===== config.mk =====
export PLATFORM = sky130hd
export DESIGN_NAME = cmd_frame_ctrl
export DESIGN_NICKNAME = d
export VERILOG_FILES = /design/src/rtl/cmd_frame_ctrl.sv
export SDC_FILE = /design/constraint.sdc
export NUM_CORES = 1
export LEC_CHECK = 0
export BUFFER_PORTS_ARGS = -buffer_cell sky130_fd_sc_hd__buf_2
export CAP_MARGIN = 25
export CORE_MARGIN = 2
export CORE_UTILIZATION = 30
export DETAILED_ROUTE_END_ITERATION = 6
export PLACE_DENSITY_LB_ADDON = 0.25
export RECOVER_POWER = 50
export SLEW_MARGIN = 20
export SYNTH_ARGS = -nofsm -noshare
export SYNTH_HDL_FRONTEND = slang
export SYNTH_SLANG_ARGS = --single-unit

===== constraint.sdc =====
create_clock -name CLK -period 2.9 [get_ports CLK]
set_clock_uncertainty 0.05 [all_clocks]
set_input_delay 0.29 -clock CLK [delete_from_list [all_inputs] [get_ports CLK]]
set_output_delay 0.29 -clock CLK [all_outputs]
set_load 0.05 [all_outputs]

===== src/rtl/cmd_frame_ctrl.sv =====
// Byte-framed command controller: decodes UART RX commands, drives register file / ALU, and serialises responses into the TX FIFO.
// Optional inter-byte timeout enabled by defining CMD_TIMEOUT_EN.
module cmd_frame_ctrl #(
    parameter int DATA_WIDTH     = 8,
    parameter int ADDR_WIDTH     = 4,
    parameter int OUT_WIDTH      = 16,
    parameter int TIMEOUT_CYCLES = 4096
) (
    input  logic                  CLK,
    input  logic                  RST,
    input  logic [7:0]            RX_P_Data,
    input  logic                  RX_D_VLD,
    input  logic [DATA_WIDTH-1:0] Rd_D,
    input  logic                  RdData_Valid,
    input  logic [OUT_WIDTH-1:0]  ALU_OUT,
    input  logic                  OUT_Valid,
    input  logic                  FIFO_FULL,
    output logic [ADDR_WIDTH-1:0] Address,
    output logic                  WrEN,
    output logic                  RdEN,
    output logic [DATA_WIDTH-1:0] Wr_D,
    output logic                  ALU_EN,
    output logic [3:0]            ALU_FUN,
    output logic                  clk_gate_en,
    output logic                  clk_div_en,
    output logic [7:0]            TX_P_DATA,
    output logic                  TX_D_VLD,
    output logic                  cmd_error
);

    localparam int SH_W     = (DATA_WIDTH > OUT_WIDTH) ? DATA_WIDTH : OUT_WIDTH;
    localparam int SH_BYTES = SH_W / 8;
    localparam int CNT_W    = $clog2(SH_BYTES + 1);

    localparam logic [7:0] OP_WR     = 8'hAA;
    localparam logic [7:0] OP_RD     = 8'hBB;
    localparam logic [7:0] OP_ALU_OP = 8'hCC;
    localparam logic [7:0] OP_ALU_NO = 8'hDD;

    typedef enum logic [3:0] {
        S_IDLE,
        S_WR_ADDR,
        S_WR_DATA,
        S_RD_ADDR,
        S_RD_WAIT,
        S_ALU_A,
        S_ALU_B,
        S_ALU_FUN,
        S_ALU_WAIT,
        S_TX_SEND
    } state_t;

    state_t           r_state;
    logic [SH_W-1:0]  r_shift;
    logic [CNT_W-1:0] r_tx_left;
    logic             w_addr_ok;
    logic             w_timeout;

    // Any address bit above ADDR_WIDTH marks the byte as out of range
    assign w_addr_ok = ((RX_P_Data >> ADDR_WIDTH) == 8'd0);

`ifdef CMD_TIMEOUT_EN
    localparam int TO_W = $clog2(TIMEOUT_CYCLES + 1);

    logic [TO_W-1:0] r_to_cnt;
    logic            w_operand;

    assign w_operand = (r_state == S_WR_ADDR) || (r_state == S_WR_DATA) ||
                       (r_state == S_RD_ADDR) || (r_state == S_ALU_A)   ||
                       (r_state == S_ALU_B)   || (r_state == S_ALU_FUN);
    assign w_timeout = w_operand && !RX_D_VLD &&
                       (r_to_cnt == TO_W'(TIMEOUT_CYCLES - 1));

    // Every operand-state entry happens on an RX byte, so clearing on RX_D_VLD covers entry too
    always_ff @(posedge CLK or negedge RST) begin
        if (!RST) begin
            r_to_cnt <= '0;
        end else if (RX_D_VLD || !w_operand) begin
            r_to_cnt <= '0;
        end else begin
            r_to_cnt <= r_to_cnt + 1'b1;
        end
    end
`else
    assign w_timeout = 1'b0;
`endif

    always_ff @(posedge CLK or negedge RST) begin
        if (!RST) begin
            r_state     <= S_IDLE;
            r_shift     <= '0;
            r_tx_left   <= '0;
            Address     <= '0;
            WrEN        <= 1'b0;
            RdEN        <= 1'b0;
            Wr_D        <= '0;
            ALU_EN      <= 1'b0;
            ALU_FUN     <= 4'd0;
            clk_gate_en <= 1'b0;
            clk_div_en  <= 1'b0;
            TX_P_DATA   <= 8'd0;
            TX_D_VLD    <= 1'b0;
            cmd_error   <= 1'b0;
        end else begin
            clk_div_en <= 1'b1;
            WrEN       <= 1'b0;
            RdEN       <= 1'b0;
            TX_D_VLD   <= 1'b0;
            cmd_error  <= 1'b0;

            if (w_timeout) begin
                cmd_error <= 1'b1;
                r_state   <= S_IDLE;
            end else begin
                case (r_state)
                    S_IDLE: begin
                        if (RX_D_VLD) begin
                            case (RX_P_Data)
                                OP_WR:     r_state <= S_WR_ADDR;
                                OP_RD:     r_state <= S_RD_ADDR;
                                OP_ALU_OP: r_state <= S_ALU_A;
                                OP_ALU_NO: r_state <= S_ALU_FUN;
                                default:   cmd_error <= 1'b1;
                            endcase
                        end
                    end

                    S_WR_ADDR: begin
                        if (RX_D_VLD) begin
                            if (w_addr_ok) begin
                                Address <= RX_P_Data[ADDR_WIDTH-1:0];
                                r_state <= S_WR_DATA;
                            end else begin
                                cmd_error <= 1'b1;
                                r_state   <= S_IDLE;
                            end
                        end
                    end

                    S_WR_DATA: begin
                        if (RX_D_VLD) begin
                            WrEN    <= 1'b1;
                            Wr_D    <= DATA_WIDTH'(RX_P_Data);
                            r_state <= S_IDLE;
                        end
                    end

                    S_RD_ADDR: begin
                        if (RX_D_VLD) begin
                            if (w_addr_ok) begin
                                Address <= RX_P_Data[ADDR_WIDTH-1:0];
                                RdEN    <= 1'b1;
                                r_state <= S_RD_WAIT;
                            end else begin
                                cmd_error <= 1'b1;
                                r_state   <= S_IDLE;
                            end
                        end
                    end

                    S_RD_WAIT: begin
                        if (RX_D_VLD) begin
                            cmd_error <= 1'b1;
                        end
                        if (RdData_Valid) begin
                            r_shift   <= SH_W'(Rd_D);
                            r_tx_left <= CNT_W'(DATA_WIDTH / 8);
                            r_state   <= S_TX_SEND;
                        end
                    end

                    S_ALU_A: begin
                        if (RX_D_VLD) begin
                            Address <= '0;
                            Wr_D    <= DATA_WIDTH'(RX_P_Data);
                            WrEN    <= 1'b1;
                            r_state <= S_ALU_B;
                        end
                    end

                    S_ALU_B: begin
                        if (RX_D_VLD) begin
                            Address <= ADDR_WIDTH'(1);
                            Wr_D    <= DATA_WIDTH'(RX_P_Data);
                            WrEN    <= 1'b1;
                            r_state <= S_ALU_FUN;
                        end
                    end

                    S_ALU_FUN: begin
                        if (RX_D_VLD) begin
                            ALU_FUN     <= RX_P_Data[3:0];
                            ALU_EN      <= 1'b1;
                            clk_gate_en <= 1'b1;
                            r_state     <= S_ALU_WAIT;
                        end
                    end

                    S_ALU_WAIT: begin
                        if (RX_D_VLD) begin
                            cmd_error <= 1'b1;
                        end
                        if (OUT_Valid) begin
                            r_shift     <= SH_W'(ALU_OUT);
                            r_tx_left   <= CNT_W'(OUT_WIDTH / 8);
                            ALU_EN      <= 1'b0;
                            clk_gate_en <= 1'b0;
                            r_state     <= S_TX_SEND;
                        end
                    end

                    S_TX_SEND: begin
                        if (RX_D_VLD) begin
                            cmd_error <= 1'b1;
                        end
                        // A full FIFO holds the current byte and index in place
                        if (!FIFO_FULL) begin
                            TX_D_VLD  <= 1'b1;
                            TX_P_DATA <= r_shift[7:0];
                            r_shift   <= r_shift >> 8;
                            r_tx_left <= r_tx_left - 1'b1;
                            if (r_tx_left == CNT_W'(1)) begin
                                r_state <= S_IDLE;
                            end
                        end
                    end

                    default: r_state <= S_IDLE;
                endcase
            end
        end
    end

endmodule


# ---- Yosys cells after proc, flatten, opt, wreduce, memory -nomap -nowiden
# Cells that the tools add are included.
dict set report word_totals {
  ff_bits 52
  latch_bits 0
  ramBits 0
  mem_bits_ro 0
  elab_cells 101
  mem_count 0
}
dict set report classes {
  n_addsub 1
  mul 0
  div_mod_pow 0
  n_lt_le_gt_ge 0
  eq_ne 28
  n_shift 0
  n_mux 42
  bitwise_logic 1
  n_reduce_logical 16
}
# op n
set ops {}
lappend ops {{$mux 4} 14}
lappend ops {{$mux 16} 3}
lappend ops {{$pmux 16 s3} 1}
lappend ops {{$pmux 4 s10} 1}
lappend ops {{$eq 8x8->1 const B} 4}
lappend ops {{$ne 2x2->1 const B} 11}
lappend ops {{$eq 4x3->1 const B} 4}
lappend ops {{$pmux 4 s4} 1}
lappend ops {{$mux 1} 13}
lappend ops {{$pmux 4 s3} 1}
lappend ops {{$reduce_and 12->1} 1}
lappend ops {{$eq 4x2->1 const B} 2}
lappend ops {{$eq 4x4->1 const B} 2}
lappend ops {{$logic_not 8->1} 1}
lappend ops {{$mux 2} 4}
lappend ops {{$pmux 2 s3} 1}
lappend ops {{$reduce_and 2->1} 3}
lappend ops {{$reduce_bool 3->1} 2}
lappend ops {{$reduce_or 3->1} 2}
lappend ops {{$ne 5x1->1 const B} 1}
lappend ops {{$reduce_and 5->1} 1}
lappend ops {{$eq 4x1->1 const B} 1}
lappend ops {{$logic_not 4->1} 1}
lappend ops {{$ne 2x1->1 const B} 2}
lappend ops {{11 further kinds} 11}

# ---- Logic depth before layout (Yosys ltp)
dict set report depth {
  ltp_word 5
  ltp_mapped 7
  ltp_nobuf 6
}

# ---- Least setup slack after synthesis
# OpenSTA, ideal clock, no wires.
dict set report synth_path {
  kind {register to register}
  startpoint {reg r_state[2]}
  endpoint {reg r_state[0]}
  setup_ps 128
  arrival_ps 1648
  required_ps 2722
  path_slack_ps 1074
  stages_incl_launch_ff 6
  path_cell_list {dfrtp_1 buf_6 nor4b_2 o2bb2ai_2 nor3_2 mux2_1}
}
dict set report synth_between {
  elab_chain_cells 3
  word_cells_on_any_way 24
}
# element line_no
set synth_rtl {}
lappend synth_rtl {{from (decl)} 53} ;# state_t r_state;
lappend synth_rtl {{from (signal assigned)} 90} ;# r_state <= S_IDLE;
lappend synth_rtl {{from (signal assigned)} 113} ;# r_state <= S_IDLE;
lappend synth_rtl {{from (signal assigned)} 119} ;# OP_WR: r_state <= S_WR_ADDR;
lappend synth_rtl {{$logic_not 4->1, or another cell as far along} 115} ;# case (r_state)
lappend synth_rtl {{$ne 5x1->1 (no line) or $ne 2x2->1 (tied branches)} --}
lappend synth_rtl {{$reduce_and 12->1 (no line)} --}
# Parallel ways exist; a longest one is shown, timed or not.
# A chain may end at the register's enable or synchronous reset.

# ---- Final worst setup path
dict set report layout_path {
  startpoint {reg r_state[2]}
  endpoint {reg r_tx_left[0]}
}
dict set report layout_between {
  elab_chain_cells 3
  word_cells_on_any_way 9
}
# element line_no
set layout_rtl {}
lappend layout_rtl {{$eq 4x4->1 or $eq 4x3->1 (tied branches)} 115}
lappend layout_rtl {{$ne 2x2->1 (no line) or $reduce_bool 3->1 (tied branches)} --}
lappend layout_rtl {{$reduce_and 4->1 (no line)} --}
lappend layout_rtl {{to (signal assigned)} 167} ;# r_tx_left <= CNT_W'(DATA_WIDTH / 8);
lappend layout_rtl {{to (signal assigned)} 205} ;# r_tx_left <= CNT_W'(OUT_WIDTH / 8);
lappend layout_rtl {{to (signal assigned)} 221} ;# r_tx_left <= r_tx_left - 1'b1;
lappend layout_rtl {{to (decl)} 55} ;# logic [CNT_W-1:0] r_tx_left;
# Parallel ways exist; a longest one is shown, timed or not.

==> run_results.csv <==
group,metric,value,unit
power_and_ir_drop,p_clk_share,14.9,%
logic_synthesis,syn_avg_cell_area,11.2,um2
critical_path,crit_fanout,18,
power_and_ir_drop,combPwrFrac,44.6,%
cells_and_area,nets,342,
placed_design,place_inst,403,
clocking,root_buffer,"clkbuf_8",
power_and_ir_drop,power.total,2.78,mW
sta,finalMaxSlewViolations,0,
clocking,cts_resized,0,
logic_synthesis,synthArstFlopShare,100,%
logic_synthesis,synth-seq-cells,52,
critical_path,crit_required,3.04,ns
global_route,grt_use_total,12.2,%
power_and_ir_drop,powerDensity,886,nW/um2
logic_synthesis,synth_ff_type,"dfrtp_1",
min_path,hold_depth,3,
power_and_ir_drop,p_sw,1.25,mW
flow_run,cap_violations,0,
sta,clock.fmax,0.464,GHz
detailed_routing,dr_total_vias,1910,
floorplanning,start_util,30.6,%
logic_synthesis,synth_nets,274,
sta,rsz0062_at_grt,"false",
global_route,grt-ovfl-total,0,
detailed_routing,drc,0,
critical_path,critPathKind,"flop to flop",
logic_synthesis,syn_inst,235,
clocking,cts_hold_buf,0,
global_route,grt_max_degree,44,
global_route,grt_pass1_vias,1953,
power_and_ir_drop,p_leak,1.41,nW
floorplanning,ios,69,
logic_synthesis,synth-edff-count,0,
global_route,grt_pass1_wl,9600,um
detailed_routing,wl,5850,um
cells_and_area,fin_cells,412,
placed_design,hpwl,4190,um
clocking,cts_buffer_depth,2,
critical_path,regToRegSetupSlack,0.74,ns
detailed_routing,drt_first_iter_violations,135,
floorplanning,die_h,97.8,um
floorplanning,rows,34,
power_and_ir_drop,p_sw_share,45.0,%
clocking,clock_latency,0.30,ns
critical_path,cp_data_arrival_time,2.30,ns
placed_design,gp_congestion,0.767,
min_path,hold_class,"input pin to flop",
power_and_ir_drop,peakVddDrop,384,uV
sta,final-setup-viol-count,0,
floorplanning,die_w,97.8,um
detailed_routing,ant_nets,0,
critical_path,start_kind,"flop",
cells_and_area,diodes,0,
floorplanning,die_area,9570,um2
sta,max_slew.worst_pin.slew,1.10,ns
clocking,cts-htree-levels,2,
detailed_routing,dr.pass1.iters,4,
cells_and_area,layout-drive-gt1-share,31.6,%
logic_synthesis,synth.distinct_cells,50,
sta,setup_tns,0,ns
power_and_ir_drop,seqPwrFrac,40.5,%
power_and_ir_drop,power.internal,1.53,mW
clocking,cts_tree,"done",
logic_synthesis,yosys_warnings,0,
critical_path,cp-end-kind,"flop",
clocking,cts_sinks,52,
logic_synthesis,netlist_area,2640,um2
clocking,numCtsBuffers,5,
sta,finalHoldViolCount,0,
detailed_routing,vias_per_cell,4.64,
sta,relSlewSlack,26.8,%
sta,layout_worst_path_cycle_share,74.3,%
status,run_status,"completed",
global_route,antenna_found_initial,0,
logic_synthesis,seq_area_frac_synth,49.3,%
clocking,path_clk_slew,0.10,ns
critical_path,reg2reg_depth,5,
floorplanning,core-area,8640,um2
sta,min_period,2.16,ns
clocking,post_cts_buffers,0,
cells_and_area,area_delta_synth_final,18.9,%
placed_design,portBuffers,68,
detailed_routing,wl_per_cell,14.2,um
placed cells by master, fill, tap and decap left out, drive strengths merged, types with 3 or more instances in the layout:
master and instances:
mux2 22, a21boi 3, nor2 15, inv 24, dfrtp 52, mux2i 28
a21oi 14, o21ai 3, buf 57, clkbuf 24, nand2 13, nor4 3
nor3 4, nand3 4, nor2b 3
through the flow:
stage	cell area [um2]	worst slack [ns]	hold slack, ns	util (%)
3_5_place_dp	3070	0.734	0.437	35.5
4_1_cts	3150	0.737	0.130	36.5
5_1_grt	3140	0.650	0.160	36.4
3_3_place_gp	3070	0.782	0.434	35.5
2_1_floorplan	2640	1.07	-0.0556	-
6_report	3140	0.745	0.168	36.4
layout make-up:
| type | instances | area (um2) |
|---|---|---|
| Clock buffer | 7 | 76.3 |
| Clock inverter | 1 | 8.76 |
| Fill cell | 904 | 5500 |
| Inverter | 24 | 90.1 |
| Multi-Input combinational cell | 145 | 1150 |
| Sequential cell | 52 | 1300 |
| Tap cell | 108 | 135 |
| Timing Repair Buffer | 75 | 373 |
kinds of logic (layout without fill, tap and decap cells):
| kind of cell | Yosys count | count (layout) | share of synthesized area [%] |
|---|---|---|---|
| buffers and inverters | 38 | 107 | 7.20 |
| XOR/XNOR | 1 | 1 | 0.332 |
| flip-flops | 52 | 52 | 49.3 |
| adder cells (fa/ha/maj) | 1 | 1 | 0.474 |
| multiplexers | 50 | 50 | 20.0 |
| AND/OR/NAND/NOR | 58 | 58 | 13.3 |
| AO/OA/AOI/OAI | 34 | 34 | 9.24 |
| other | 1 | 1 | 0.142 |
power groups by stage:
stage / clock network (mW) / logic [mW] / registers (mW)
finish: 0.414 / 1.24 / 1.13
global route: 0.463 / 1.34 / 1.17
CTS: 0.430 / 1.27 / 1.13
detailed placement: 0 / 1.27 / 1.14
global placement: 0 / 1.27 / 1.13
floorplan: 0 / 0.531 / 1.58
cell usage after synthesis, drive strengths merged, types with 3 or more instances:
master,n,share of area [%]
dfrtp,52,49
mux2i,28,11
inv,24,3.4
mux2,22,9.4
nor2,15,2.1
a21oi,14,3.1
nand2,13,1.8
buf,12,3.5
nand3,4,0.76
nor3,4,1.1
a21boi,3,1.0
nor2b,3,0.71
nor4,3,0.95
o21ai,3,0.57
state kept, by name, summed over array words and instances (netlist names):
signal and flops:
clk_gate_en 1, TX_D_VLD 1, WrEN 1, RdEN 1, clk_div_en 1, r_tx_left 2
Address 4, cmd_error 1, r_state 4, ALU_FUN 4, r_shift 16, TX_P_DATA 8
Wr_D 8
layer usage:
layer	global-route usage [%]	wire length, um
met5	0	0
met4	2.56	47
met3	2.29	208
met2	19.3	2770
met1	17.6	2820
worst paths after layout:
kind / start / end
min in group asynchronous: RST / TX_D_VLD$_DFF_PN0_
max reg2reg: r_state[2]$_DFFE_PN0P_ / r_tx_left[0]$_DFFE_PN0P_
min reg2reg: TX_P_DATA[5]$_DFFE_PN0P_ / TX_P_DATA[5]$_DFFE_PN0P_
min: ALU_OUT[11] / r_shift[11]$_DFFE_PN0P_
max: r_state[2]$_DFFE_PN0P_ / r_tx_left[0]$_DFFE_PN0P_
max in group asynchronous: RST / Address[2]$_DFFE_PN0P_
critical path: stages, from the launching register on:
cell and delay (ns):
dfrtp_1 0.70, or4b_4 0.54, a21oi_4 0.24, nor3_4 0.06, buf_4 0.25, o32a_1 0.20
No activity file was read; power rests on OpenSTA's default activity.
